File: src/rtl/pwm_capture.sv
// pwm_capture: measures the high time and rise-to-rise period of an external
// PWM waveform in microseconds, with a timeout for stuck or very slow inputs.
// Optional build macro PWM_GLITCH_FILTER_EN adds a FILT_CYC-cycle stability
// filter on the synchronized input; without it the synchronizer feeds edge
// detection directly.
module pwm_capture #(
    parameter logic [5:0]  CNT_1US_MAX = 6'd49,
    parameter int          CNT_W       = 20,
    parameter int unsigned TIMEOUT_US  = 999_999
`ifdef PWM_GLITCH_FILTER_EN
    ,
    parameter int          FILT_CYC    = 4
`endif
) (
    input  logic             sys_clk,
    input  logic             sys_rst_n,
    input  logic             pwm_in,
    output logic [CNT_W-1:0] high_us,
    output logic [CNT_W-1:0] period_us,
    output logic             meas_valid,
    output logic             timeout,
    output logic             stuck_lvl
);

    localparam logic [CNT_W-1:0] TMO_LIMIT = CNT_W'(TIMEOUT_US);

    typedef enum logic [1:0] {
        S_IDLE = 2'd0,
        S_HIGH = 2'd1,
        S_LOW  = 2'd2
    } state_t;

    logic             sync1_q;
    logic             sync2_q;
    logic             pwm_f;
    logic             pwm_d_q;
    logic             rise;
    logic             fall;
    logic             tick;
    logic             tmo_hit;
    logic [5:0]       cnt_1us_q;
    logic [CNT_W-1:0] cnt_period_q;
    logic [CNT_W-1:0] cnt_high_q;
    logic [CNT_W-1:0] high_hold_q;
    logic [CNT_W-1:0] high_us_q;
    logic [CNT_W-1:0] period_us_q;
    logic             meas_valid_q;
    logic             timeout_q;
    logic             stuck_lvl_q;

    state_t state_q;
    state_t state_d;
    logic   clr_cnt;
    logic   latch_high;
    logic   load_meas;
    logic   meas_valid_d;
    logic   timeout_d;

    // Two-flop synchronizer for the asynchronous PWM input
    always_ff @(posedge sys_clk or negedge sys_rst_n) begin
        if (!sys_rst_n) begin
            sync1_q <= 1'b0;
            sync2_q <= 1'b0;
        end else begin
            sync1_q <= pwm_in;
            sync2_q <= sync1_q;
        end
    end

`ifdef PWM_GLITCH_FILTER_EN
    localparam int FW = $clog2(FILT_CYC) + 1;

    logic [FW-1:0] filt_cnt_q;
    logic          pwm_f_q;

    // Accept a new level only after it has been stable for FILT_CYC cycles
    always_ff @(posedge sys_clk or negedge sys_rst_n) begin
        if (!sys_rst_n) begin
            filt_cnt_q <= '0;
            pwm_f_q    <= 1'b0;
        end else if (sync2_q == pwm_f_q) begin
            filt_cnt_q <= '0;
        end else if (filt_cnt_q == FW'(FILT_CYC - 1)) begin
            filt_cnt_q <= '0;
            pwm_f_q    <= sync2_q;
        end else begin
            filt_cnt_q <= filt_cnt_q + FW'(1);
        end
    end

    assign pwm_f = pwm_f_q;
`else
    assign pwm_f = sync2_q;
`endif

    // One-cycle delay of the filtered level for edge detection
    always_ff @(posedge sys_clk or negedge sys_rst_n) begin
        if (!sys_rst_n) begin
            pwm_d_q <= 1'b0;
        end else begin
            pwm_d_q <= pwm_f;
        end
    end

    assign rise = pwm_f & ~pwm_d_q;
    assign fall = ~pwm_f & pwm_d_q;
    assign tick = (cnt_1us_q == CNT_1US_MAX);

    // Microsecond prescaler, re-phased on every rise so tick positions
    // depend only on time since the last rise
    always_ff @(posedge sys_clk or negedge sys_rst_n) begin
        if (!sys_rst_n) begin
            cnt_1us_q <= '0;
        end else if (rise || tick) begin
            cnt_1us_q <= '0;
        end else begin
            cnt_1us_q <= cnt_1us_q + 6'd1;
        end
    end

    // The period counter also runs in IDLE, so an input stuck since reset
    // (or since the last timeout) is reported as well
    assign tmo_hit = (cnt_period_q == TMO_LIMIT);

    // Next-state and control decode; timeout takes priority over any edge
    always_comb begin
        state_d      = state_q;
        clr_cnt      = 1'b0;
        latch_high   = 1'b0;
        load_meas    = 1'b0;
        meas_valid_d = 1'b0;
        timeout_d    = 1'b0;
        if (tmo_hit) begin
            state_d   = S_IDLE;
            timeout_d = 1'b1;
        end else begin
            case (state_q)
                S_IDLE: begin
                    if (rise) begin
                        state_d = S_HIGH;
                        clr_cnt = 1'b1;
                    end
                end
                S_HIGH: begin
                    if (fall) begin
                        state_d    = S_LOW;
                        latch_high = 1'b1;
                    end
                end
                S_LOW: begin
                    if (rise) begin
                        state_d      = S_HIGH;
                        load_meas    = 1'b1;
                        meas_valid_d = 1'b1;
                        clr_cnt      = 1'b1;
                    end
                end
                default: begin
                    state_d = S_IDLE;
                end
            endcase
        end
    end

    // State register
    always_ff @(posedge sys_clk or negedge sys_rst_n) begin
        if (!sys_rst_n) begin
            state_q <= S_IDLE;
        end else begin
            state_q <= state_d;
        end
    end

    // Period and high-time counters plus the held high time of the current period
    always_ff @(posedge sys_clk or negedge sys_rst_n) begin
        if (!sys_rst_n) begin
            cnt_period_q <= '0;
            cnt_high_q   <= '0;
            high_hold_q  <= '0;
        end else begin
            if (clr_cnt || timeout_d) begin
                cnt_period_q <= '0;
            end else if (tick) begin
                cnt_period_q <= cnt_period_q + CNT_W'(1);
            end

            if (clr_cnt) begin
                cnt_high_q <= '0;
            end else if (tick && (state_q == S_HIGH)) begin
                cnt_high_q <= cnt_high_q + CNT_W'(1);
            end

            if (latch_high) begin
                high_hold_q <= cnt_high_q + CNT_W'(tick);
            end
        end
    end

    // Registered results and strobes
    always_ff @(posedge sys_clk or negedge sys_rst_n) begin
        if (!sys_rst_n) begin
            high_us_q    <= '0;
            period_us_q  <= '0;
            meas_valid_q <= 1'b0;
            timeout_q    <= 1'b0;
            stuck_lvl_q  <= 1'b0;
        end else begin
            meas_valid_q <= meas_valid_d;
            timeout_q    <= timeout_d;
            if (load_meas) begin
                high_us_q   <= high_hold_q;
                period_us_q <= cnt_period_q + CNT_W'(tick);
            end
            if (timeout_d) begin
                stuck_lvl_q <= pwm_f;
            end
        end
    end

    assign high_us    = high_us_q;
    assign period_us  = period_us_q;
    assign meas_valid = meas_valid_q;
    assign timeout    = timeout_q;
    assign stuck_lvl  = stuck_lvl_q;

endmodule

File: config.mk
export PLATFORM = sky130hd
export DESIGN_NAME = pwm_capture
export DESIGN_NICKNAME = d
export VERILOG_FILES = /design/src/rtl/pwm_capture.sv
export SDC_FILE = /design/constraint.sdc
export NUM_CORES = 1
export LEC_CHECK = 0
export BUFFER_PORTS_ARGS = -buffer_cell sky130_fd_sc_hd__buf_2
export CORE_ASPECT_RATIO = 0.6
export CORE_MARGIN = 3
export CORE_UTILIZATION = 56
export DETAILED_ROUTE_END_ITERATION = 8
export PLACE_DENSITY_LB_ADDON = 0.1
export SLEW_MARGIN = 10
export SYNTH_ARGS = -nofsm -noshare
export SYNTH_HDL_FRONTEND = slang
export SYNTH_SLANG_ARGS = --single-unit
File: constraint.sdc
create_clock -name sys_clk -period 6.4 [get_ports sys_clk]
set_clock_uncertainty 0.2 [all_clocks]
set_input_delay 0.96 -clock sys_clk [delete_from_list [all_inputs] [get_ports sys_clk]]
set_output_delay 0.96 -clock sys_clk [all_outputs]
set_load 0.01 [all_outputs]
**After elaboration in Yosys (flattened, before gate mapping)**

Index checks and enable logic that the tools add are counted.

- Equality and inequality tests: 6
- $add $sub $neg: 5
- Muxes and demuxes: 18
- Bitwise logic cells: 4
- Reduce and logical (&&, ||, !) cells: 8

Operators with widths:

| kind | number |
|---|---|
| 2-to-1 mux 20 bit | 4 |
| adder 20 x 1 -> 20 bit | 2 |
| adder 20 x 1 -> 20 bit, second input constant | 2 |
| == test 20 bit, second input constant | 1 |
| 2-to-1 mux 1 bit | 9 |
| adder 6 x 1 -> 6 bit, second input constant | 1 |
| == test 6 bit, second input constant | 1 |
| 2-to-1 mux 2 bit | 3 |
| 2-to-1 mux 6 bit | 1 |
| one-hot mux 2 bit (2 select lines) | 1 |
| nonzero test 2 bit | 2 |
| != test 3 x 1 -> 1 bit, second input constant | 1 |
| != test 3 bit, second input constant | 1 |
| bitwise AND 1 bit | 2 |
| == test 2 x 1 -> 1 bit, second input constant | 1 |
| == test 2 bit, second input constant | 1 |
| zero test 2 bit | 1 |
| logical OR 1 bit | 2 |
| inverter 1 bit | 2 |
| AND reduction 2 bit | 1 |
| OR reduction 2 bit | 1 |
| logical AND 1 bit | 1 |

- Output and inout port bits: 43
- Register bits after elaboration: 114
- Logic and storage cells: 54

**Logic depth before layout (Yosys ltp)**

Gate-level depths: netlist (run 1).

- Word-level depth: 7
- Gate-level depth with buffers: 12
- Gate-level depth less buffers: 11

**Worst setup path before layout (run 1)**

OpenSTA, ideal clock, no wires.

- Kind: reg-to-reg
- Start: register cnt_1us_q[1]
- End: register period_us_q[18] (netlist: period_us[18])
- Data arrival time: 2.603 ns
- Cell stages (with the launch flop): 12
- Required time: 6.123 ns
- Setup time: 0.077 ns
- Period minus slack after synthesis: 2.880 ns
- Path slack: 3.520 ns
- Cells stage by stage: dfrtp_1 -> inv_1 -> ha_1 -> or3b_1 -> buf_2 -> nor2_1 -> ha_1 -> ha_1 -> nand2_1 -> or4_1 -> xor2_1 -> a21oi_1

- Word-level cells in the longest chain between the ends: 2

Ends and longest elaborated chain:

| item | RTL line | source |
|---|---|---|
| start: declaration | 41 | `logic [5:0] cnt_1us_q;` |
| start signal: assignment | 117 | `cnt_1us_q <= cnt_1us_q + 6'd1;` |
| == test 6 bit | 107 | `assign tick = (cnt_1us_q == CNT_1US_MAX);` |
| adder 20 x 1 -> 20 bit | 212 | `period_us_q <= cnt_period_q + CNT_W'(tick);` |
| end signal: assignment | 212 |  |
| end: declaration | 46 | `logic [CNT_W-1:0] period_us_q;` |

Every way passes these cells.
A chain may end at the register's enable or synchronous reset.

**Worst setup path in the final report (run 1)**

Ends and elaborated chain as after synthesis.

==> results of run 1 <==
## layout make-up
class                      count  share of cell area [%]
clock buffer                  20                    7.07
clock inverter                11                    2.56
inverter                       7                   0.416
multi-input combinational    381                    38.0
sequential                   114                    45.2
tap                          130                    2.58
timing repair buffer          50                    4.20
## per-layer routing
metal	track usage, %	vias to the layer above	part of all wire, %
li1	-	1870	-
met1	34.9	1862	52
met2	30.9	123	40
met3	5.45	19	6.3
met4	10.1	0	1.6
met5	0	-	0
## worst max-delay path, cell delays in order (launching register included)
cell and delay, ns:
dfrtp_1 0.39, inv_1 0.06, ha_1 0.15, or3b_1 0.51
nor2_1 0.34, ha_1 0.27, ha_1 0.25, nand2_1 0.14
or4_1 0.51, xor2_1 0.16, a21oi_1 0.14
## kinds of logic (layout without fill, tap and decap cells)
| kind of cell | count (synthesis) | in the layout | synth area share, % |
|---|---|---|---|
| adders and majority gates | 9 | 9 | 2.09 |
| xor gates and xnor gates | 77 | 77 | 12.5 |
| and+or+nand+nor | 221 | 221 | 19.5 |
| DFF | 114 | 114 | 52.9 |
| muxes | 26 | 26 | 5.43 |
| buffers and inverters | 39 | 88 | 2.97 |
| AOI/OAI and AO/OA | 48 | 48 | 4.62 |
## sequential cells by signal, summed over array words and instances (netlist names)
| name | count |
|---|---|
| pwm_f | 1 |
| sync1_q | 1 |
| cnt_high_q | 20 |
| period_us | 20 |
| timeout | 1 |
| state_q | 2 |
| meas_valid | 1 |
| cnt_period_q | 20 |
| stuck_lvl | 1 |
| high_us | 20 |
| cnt_1us_q | 6 |
| high_hold_q | 20 |
| pwm_d_q | 1 |
## cells in the final DEF (no fill, tap or decap), drive strengths merged, types with 3 or more instances in the layout
master and count:
xnor2 48, nand4b 3, xor2 29, a21oi 40
nor2 110, nand4 10, nand3 18, inv 7
or2 3, mux2 26, nand2 30, o21ai 3
ha 9, or4 3, dfrtp 114, nor3 14
a31oi 3, nand2b 3, clkinv 6, bufinv 4
and4 3, clkbuf 20, buf 50, nor4 11
or3 6
## worst max path at each step
stage	start	end	slack, ns	cells past startpoint
4_1_cts	cnt_1us_q[1]	period_us[18]	3.20	10
3_3_place_gp	cnt_1us_q[1]	period_us[18]	3.35	10
5_1_grt	cnt_1us_q[1]	period_us[18]	2.89	10
3_5_place_dp	cnt_1us_q[1]	period_us[18]	3.22	10
2_1_floorplan	cnt_1us_q[1]	period_us[18]	3.52	11
6_report	cnt_1us_q[1]	period_us[18]	3.20	10
## report_power, final
| group | total [mW] | switching (mW) | internal (mW) |
|---|---|---|---|
| Combinational | 0.413 | 0.224 | 0.189 |
| Clock | 0.971 | 0.316 | 0.655 |
| Sequential | 1.00 | 0.102 | 0.898 |
| Total | 2.39 | 0.643 | 1.74 |
## per-stage QoR
step / hold WS [ns] / worst slack, ns / util (%) / instances / power, mW
2_1_floorplan: 0.131 / 3.52 / - / 534 / 1.24
3_3_place_gp: 0.133 / 3.35 / 61.7 / 682 / 1.41
3_5_place_dp: 0.138 / 3.22 / 61.7 / 682 / 1.43
4_1_cts: 0.150 / 3.20 / 68.2 / 713 / 2.41
5_1_grt: 0.170 / 2.89 / 68.2 / 713 / 2.51
6_report: 0.148 / 3.20 / 68.2 / 713 / 2.39
==> impl_metrics.toml, run 1 <==
[floorplanning]
dieArea_um2 = 10900
num_rows = 27
core-area_um2 = 9260
ios = 46
start_util_pct = 58.3
die_h_um = 82.0
die_w_um = 133

[cts]
clock-sinks = 114
clk_latency_ns = 0.41
path_clk_slew_ns = 0.05
clockBufferDepth = 2
cts_root_buf = "clkbuf_16"
cts_hold_buf = 0
cts_buffers = 17
h-tree-depth = 4
cts_setup_buffers = 0
cts_tree = "built"
cts_resized = 0

[min_path]
min_path_cells = 0
hold_end = "pwm_f"
hold_start = "sync1_q"
hold_path_class = "reg -> reg"

[drt]
vias = 3874
first_pass_iters = 5
wire_per_inst_um = 16.0
post_drt_via_cell_ratio = 5.43
wl_um = 11400
drc = 0
drt_iter0_drc = 333
ant_nets = 0

[worst_setup_path]
cp-end-kind = "flop"
critPathKind = "reg -> reg"
ff2ff_path_depth = 10
rrSetupSlack_ns = 3.20
regToRegEndpoint = "period_us[18]"
cp_max_fo = 11
setup.worst_path.start_class = "flop"
critPathArrivalTime_ns = 3.34
cp.required_ns = 6.54
rr_startpoint = "cnt_1us_q[1]"

[final_layout]
final_area_um2 = 6310
multiInputGateArea_um2 = 2400
antenna_cells = 0
nNetsFinal = 583
seqCellArea_um2 = 2850
fillers = 725
drive_above_1_share_pct = 19.6
areaGrowthSynthToFinish_pct = 17.1

[global_routing]
grt_pass1_vias = 3739
antenna_found_initial = 0
grt_pass1_wl_um = 19100
grt.overflow.total = 0
grtUsageTotal_pct = 22.9
grt_max_degree = 65

[synthesis]
synth_cells = 534
synth_commonest_cells = "dfrtp_1, nor2_1, xnor2_1"
syn-num-nets = 546
ys_top_cells_by_area = "dfrtp_1, xnor2_1, nor2_1"
synthFlopType = "dfrtp_1"
synth_seq_cells = 114
yosysTopAreaCell = "dfrtp_1"
syn_area_per_cell_um2 = 10.1
synth.most_common_cell = "dfrtp_1"
synth.top_cell.area_share_pct = 52.9
synthDistinctLibCells = 36
async_flop_share_pct = 100
synth_edf_count = 0
ys_warn_count = 0
yosysSeqAreaShare_pct = 52.9
synthesis.area_um2 = 5390

[sta]
worst_pin_slew_ns = 0.893
hold_viol = 0
maxSlewHeadroom_pct = 40.0
finalCritPeriodShare_pct = 50.1
slew_viol_final = 0
period_minus_slack_ns = 3.20
setup_viol = 0
fmax_mhz = 312
tns_ns = 0
rsz0062_at_grt = "false"

[pwr]
powerDensity_nw_per_um2 = 378
leakagePower_nw = 2.76
ir_drop_uv = 234

[placement]
hpwl_um = 7700
gp_congestion = 0.889
placed_area_um2 = 5710
portBuffers = 45

[job]
drv_cap = 0

[status]
outcome = "complete, no violations"
(Power assumes the default switching activity.)
==> run 2: changes to the inputs <==
--- a/config.mk
+++ b/config.mk
@@ -8,7 +8,7 @@
 export BUFFER_PORTS_ARGS = -buffer_cell sky130_fd_sc_hd__buf_2
 export CORE_ASPECT_RATIO = 0.6
 export CORE_MARGIN = 3
-export CORE_UTILIZATION = 56
+export CORE_UTILIZATION = 54
 export DETAILED_ROUTE_END_ITERATION = 8
 export PLACE_DENSITY_LB_ADDON = 0.1
 export SLEW_MARGIN = 10
==> constraint.sdc (replaced) <==
create_clock -name sys_clk -period 2.69 [get_ports sys_clk]
set_clock_uncertainty 0.2 [all_clocks]
set_input_delay 0.4035 -clock sys_clk [delete_from_list [all_inputs] [get_ports sys_clk]]
set_output_delay 0.4035 -clock sys_clk [all_outputs]
set_load 0.01 [all_outputs]
==> run 2 against run 1 <==
  * Critical path depth unchanged
  * Clock power increased to 2.6 times the previous value
  * Register-to-register slack got worse by 3.1 ns
  * Sequential share of layout area decreased by 2.1 points
  * Maximum frequency up 22%
  * Die area up 3.5%
  * Hold slack improved by 0.012 ns
  * Non-clock buffer count up 21
  * Cell count up 2.9%
==> impl_metrics.toml, run 2 (synthesis gave the netlist of run 1 again) <==
[sta]
finalCritPeriodShare_pct = 97.3
setup_viol = 0
hold_viol = 0
tns_ns = 0
fmax_mhz = 382
hold_slack_ns = 0.159
period_minus_slack_ns = 2.62
maxSlewHeadroom_pct = 60.2
slew_viol_final = 0
fin_ws_ns = 0.0734
rsz0062_at_grt = "false"
worst_pin_slew_ns = 0.593

[drt]
top_layer_used = "met4"
dr_wl_met2_um = 5170
drt_iter0_drc = 349
drc = 0
first_pass_iters = 5
wl_um = 12400
wire_per_inst_um = 17.0
vias = 4049
post_drt_via_cell_ratio = 5.52
ant_nets = 0
met1_length_um = 6330
met3RoutedLength_um = 849

[cts]
h-tree-depth = 4
path_clk_slew_ns = 0.05
clockBufferDepth = 2
clk_latency_ns = 0.41
cts_tree = "built"
clock-sinks = 114
cts_root_buf = "clkbuf_16"
cts_buffers = 17

[global_routing]
grtUsageTotal_pct = 23.4
grt_pass1_vias = 3902
antenna_found_initial = 0
grt.overflow.total = 0
grt_pass1_wl_um = 20500
grt_max_degree = 92

[final_layout]
most-common-layout-cells = "dfrtp_1, nor2_1, xnor2_1"
utilization_pct = 70.2
final-instance-count-excl-fill = 734
antenna_cells = 0
areaGrowthSynthToFinish_pct = 22.7
drive_above_1_share_pct = 24.0
nNetsFinal = 604
layout_commonest_cell = "dfrtp_1"

[min_path]
hold_path_class = "reg -> reg"

[worst_setup_path]
critPathKind = "reg -> reg"
cp.required_ns = 2.76
setup.worst_path.start_class = "flop"
cp-end-kind = "flop"
critPathArrivalTime_ns = 2.69
cp_max_fo = 4

[pwr]
pwr-share-comb_pct = 17.6
powerDensity_nw_per_um2 = 894
leakagePower_nw = 2.90
p_clk_share_pct = 41.9
power.internal_mw = 4.33
power_frac_seq_pct = 40.4
p_sw_share_pct = 26.8
ir_drop_uv = 488
switchingPower_mw = 1.59

[job]
drv_cap = 0

[floorplanning]
dieArea_um2 = 11300
core-area_um2 = 9430
die_w_um = 135
ios = 46
start_util_pct = 57.2
die_h_um = 83.4
num_rows = 27

[placement]
hpwl_um = 8250
post-place-ws_ns = -0.0331
portBuffers = 45
dp_cells = 699
gp_congestion = 0.915

[status]
outcome = "complete, no violations"
-- run 2: changes by cell type in the layout (fill, tap and decap cells not counted), sizes merged --
cell	change
clkbuf	+1
bufinv	+1
dlygate4sd3	+2
buf	+19
clkinv	-3
clkinvlp	+1
-- run 2: power by group through the flow --
| stage | Clock [mW] | Sequential, mW | Combinational [mW] |
|---|---|---|---|
| after floorplan | 0 | 2.48 | 0.481 |
| after global placement | 0 | 2.39 | 0.991 |
| after detailed placement | 0 | 2.41 | 1.03 |
| after CTS | 2.50 | 2.39 | 1.04 |
| after global routing | 2.60 | 2.44 | 1.17 |
| final | 2.48 | 2.39 | 1.04 |
-- run 2: layer usage --
layer  global-route usage (%)  up-vias
li1                         -     1907
met1                     36.9     1989
met2                     31.2      140
met3                     6.36       13
met4                     7.14        0
met5                        0        -
-- run 2: cell type report --
| cell class | instances | area [um^2] |
|---|---|---|
| Clock buffer | 21 | 470 |
| Clock inverter | 10 | 180 |
| Fill cell | 722 | 2810 |
| Inverter | 7 | 26.3 |
| Multi-Input combinational cell | 381 | 2470 |
| Sequential cell | 114 | 2850 |
| Tap cell | 130 | 163 |
| Timing Repair Buffer | 71 | 453 |
-- run 2: final timing paths --
kind | slack, ns | endpoint | cells after the start | startpoint
worst max-delay path | 0.07 | high_hold_q[13] | 10 | cnt_1us_q[1]
worst min-delay path | 0.16 | pwm_f | 0 | sync1_q
worst max register to register | 0.07 | high_hold_q[13] | 10 | cnt_1us_q[1]
worst min register to register | 0.16 | pwm_f | 0 | sync1_q
max in group asynchronous | 1.27 | pwm_f | 3 | sys_rst_n
min in group asynchronous | 0.23 | high_us[10] | 2 | sys_rst_n
-- run 2: per-stage QoR --
stage / area [um^2] / power [mW]
2_1_floorplan: 5430 / 2.96
3_3_place_gp: 5890 / 3.38
3_5_place_dp: 5890 / 3.44
4_1_cts: 6570 / 5.94
5_1_grt: 6620 / 6.21
6_report: 6620 / 5.91
-- run 2: what timing repair did --
item	CTS	global route
hold buffers	2	0
endpoints found under the hold margin	24	0
gates cloned	0	0
gates resized for setup	1	8
setup endpoints to repair	4	13
pin swaps	1	2
buffers inserted	1	1
-- run 2: critical path, cell delays in order, from the launching register on --
cell,delay (ns)
dfrtp_1,0.38
inv_1,0.06
ha_1,0.16
or3b_4,0.42
nor2_4,0.18
ha_1,0.17
nand3_1,0.09
or2_2,0.35
nor3_1,0.24
xnor2_1,0.16
a21oi_1,0.08
==> run 3: changes to the inputs <==
--- a/config.mk
+++ b/config.mk
@@ -8,7 +8,7 @@
 export BUFFER_PORTS_ARGS = -buffer_cell sky130_fd_sc_hd__buf_2
 export CORE_ASPECT_RATIO = 0.6
 export CORE_MARGIN = 3
-export CORE_UTILIZATION = 54
+export CORE_UTILIZATION = 30
 export DETAILED_ROUTE_END_ITERATION = 8
 export PLACE_DENSITY_LB_ADDON = 0.1
 export SLEW_MARGIN = 10
==> run 3 against run 2 <==
  * Setup slack better by 0.017 ns
  * Largest power group is now registers
  * Register-to-register slack better by 0.02 ns
  * Critical path depth stayed put
  * Sequential share of layout area is 1.3 points lower
  * Highest routed layer unchanged
  * Routed wire length is 1.6% higher
  * Sequential power hardly changed
  * Count of clock-buffer cells in the layout is 2 lower
  * Global-route usage is 9.7 points lower
  * Combinational power hardly changed
==> impl_metrics.toml, run 3 (synthesis gave the netlist of run 1 again) <==
[pwr]
powerDensity_nw_per_um2 = 846
leakagePower_nw = 2.93
power_frac_seq_pct = 40.9
ir_drop_uv = 346
power.internal_mw = 4.16
p_sw_share_pct = 27.9
p_clk_share_pct = 40.4
fin_total_pwr_mw = 5.77
pwr-share-comb_pct = 18.6
switchingPower_mw = 1.61

[floorplanning]
die_h_um = 110
die_w_um = 179
start_util_pct = 31.1
dieArea_um2 = 19700
core-area_um2 = 17400
num_rows = 37
ios = 46

[drt]
first_pass_iters = 4
drt_iter0_drc = 219
ant_nets = 0
post_drt_via_cell_ratio = 4.57
drc = 0
vias = 3892
wire_per_inst_um = 14.9
wl_um = 12600

[cts]
cts_buffers = 17
path_clk_slew_ns = 0.06
cts_setup_buffers = 0
clk_latency_ns = 0.41
clockBufferDepth = 2
cts_root_buf = "clkbuf_16"
clock-sinks = 114
h-tree-depth = 4
cts_tree = "built"

[global_routing]
grtUsageTotal_pct = 13.7
grt_pass1_vias = 3788
antenna_found_initial = 0
grt_max_degree = 50
grt.overflow.total = 0
grt_pass1_wl_um = 20600

[min_path]
hold_path_class = "reg -> reg"

[final_layout]
final-instance-count-excl-fill = 851
nNetsFinal = 616
layout_commonest_cell = "dfrtp_1"
drive_above_1_share_pct = 25.8
final_area_um2 = 6820
areaGrowthSynthToFinish_pct = 26.4
antenna_cells = 0
most-common-layout-cells = "dfrtp_1, nor2_1, xnor2_1"
fillers = 1731

[sta]
slew_viol_final = 0
worst_pin_slew_ns = 0.594
fmax_mhz = 385
period_minus_slack_ns = 2.60
setup_viol = 0
finalCritPeriodShare_pct = 96.7
maxSlewHeadroom_pct = 60.1
hold_viol = 0
hold_slack_ns = 0.152

[placement]
gp_congestion = 0.818
placed_area_um2 = 6150
hpwl_um = 8940
dp_cells = 817
portBuffers = 45

[worst_setup_path]
critPathArrivalTime_ns = 2.73
cp-end-kind = "flop"
critPathKind = "reg -> reg"
cp_max_fo = 5
cp.required_ns = 2.82
setup.worst_path.start_class = "flop"

[job]
drv_cap = 0

[status]
outcome = "complete, no violations"
-- run 3: cell count changes in the layout (fill, tap and decap cells not counted), moves of 2 or more --
cell	previous run	this run
buf_4	23	33
clkinv_4	0	4
buf_12	2	4
bufinv_16	5	3
-- run 3: per-stage QoR --
stage	worst slack, ns	setup TNS [ns]	util [%]
floorplan	0.0318	0	-
global placement	0.0390	0	35.4
detailed placement	0.0000886	0	35.4
CTS	0.0466	0	39.1
global route	-0.00113	-0.00113	39.3
finish	0.0899	0	39.3
-- run 3: critical path: stages, from the launching register on --
cell	delay, ns
dfrtp_1	0.38
inv_1	0.06
ha_1	0.15
or3b_4	0.42
nor2_4	0.16
ha_4	0.16
ha_4	0.13
nand2_2	0.08
or4_4	0.49
xor2_1	0.15
a21oi_1	0.14
-- run 3: per-layer routing --
| layer | global-route usage [%] | up-vias | wire length, um |
|---|---|---|---|
| met2 | 17.3 | 61 | 4640 |
| met1 | 22.1 | 1883 | 7390 |
| met5 | 0 | - | 0 |
| met3 | 3.38 | 7 | 529 |
| met4 | 4.06 | 0 | 85 |
| li1 | - | 1941 | - |
-- run 3: cell type report --
class                           count  area, um^2  share of cell area, %
Sequential cell                   114        2850                   41.9
Multi-Input combinational cell    381        2460                   36.1
Timing Repair Buffer               83         568                   8.33
Clock buffer                       19         453                   6.65
Tap cell                          234         293                   4.30
Clock inverter                     13         160                   2.35
Inverter                            7        26.3                  0.386
-- run 3: worst paths after layout --
| check | startpoint | to | slack [ns] | cells after the start |
|---|---|---|---|---|
| min in group asynchronous | sys_rst_n | meas_valid | 0.24 | 2 |
| max in group asynchronous | sys_rst_n | high_us[7] | 1.36 | 3 |
| min | sync1_q | pwm_f | 0.15 | 0 |
| max reg2reg | cnt_1us_q[1] | period_us[18] | 0.09 | 10 |
| max | cnt_1us_q[1] | period_us[18] | 0.09 | 10 |
| min reg2reg | sync1_q | pwm_f | 0.15 | 0 |
-- run 3: power groups by stage --
stage,combinational [mW],clock (mW),sequential [mW]
4_1_cts,1.10,2.40,2.37
5_1_grt,1.21,2.46,2.43
6_report,1.07,2.33,2.36
3_5_place_dp,1.08,0,2.40
3_3_place_gp,1.08,0,2.39
2_1_floorplan,0.481,0,2.48
-- run 3: timing repair --
action / CTS / global route
endpoints found under the setup margin: 2 / 13
hold endpoints to repair: 22 / 0
hold buffers: 2 / 0
gates resized for setup: 2 / 6
pin swaps: 0 / 1
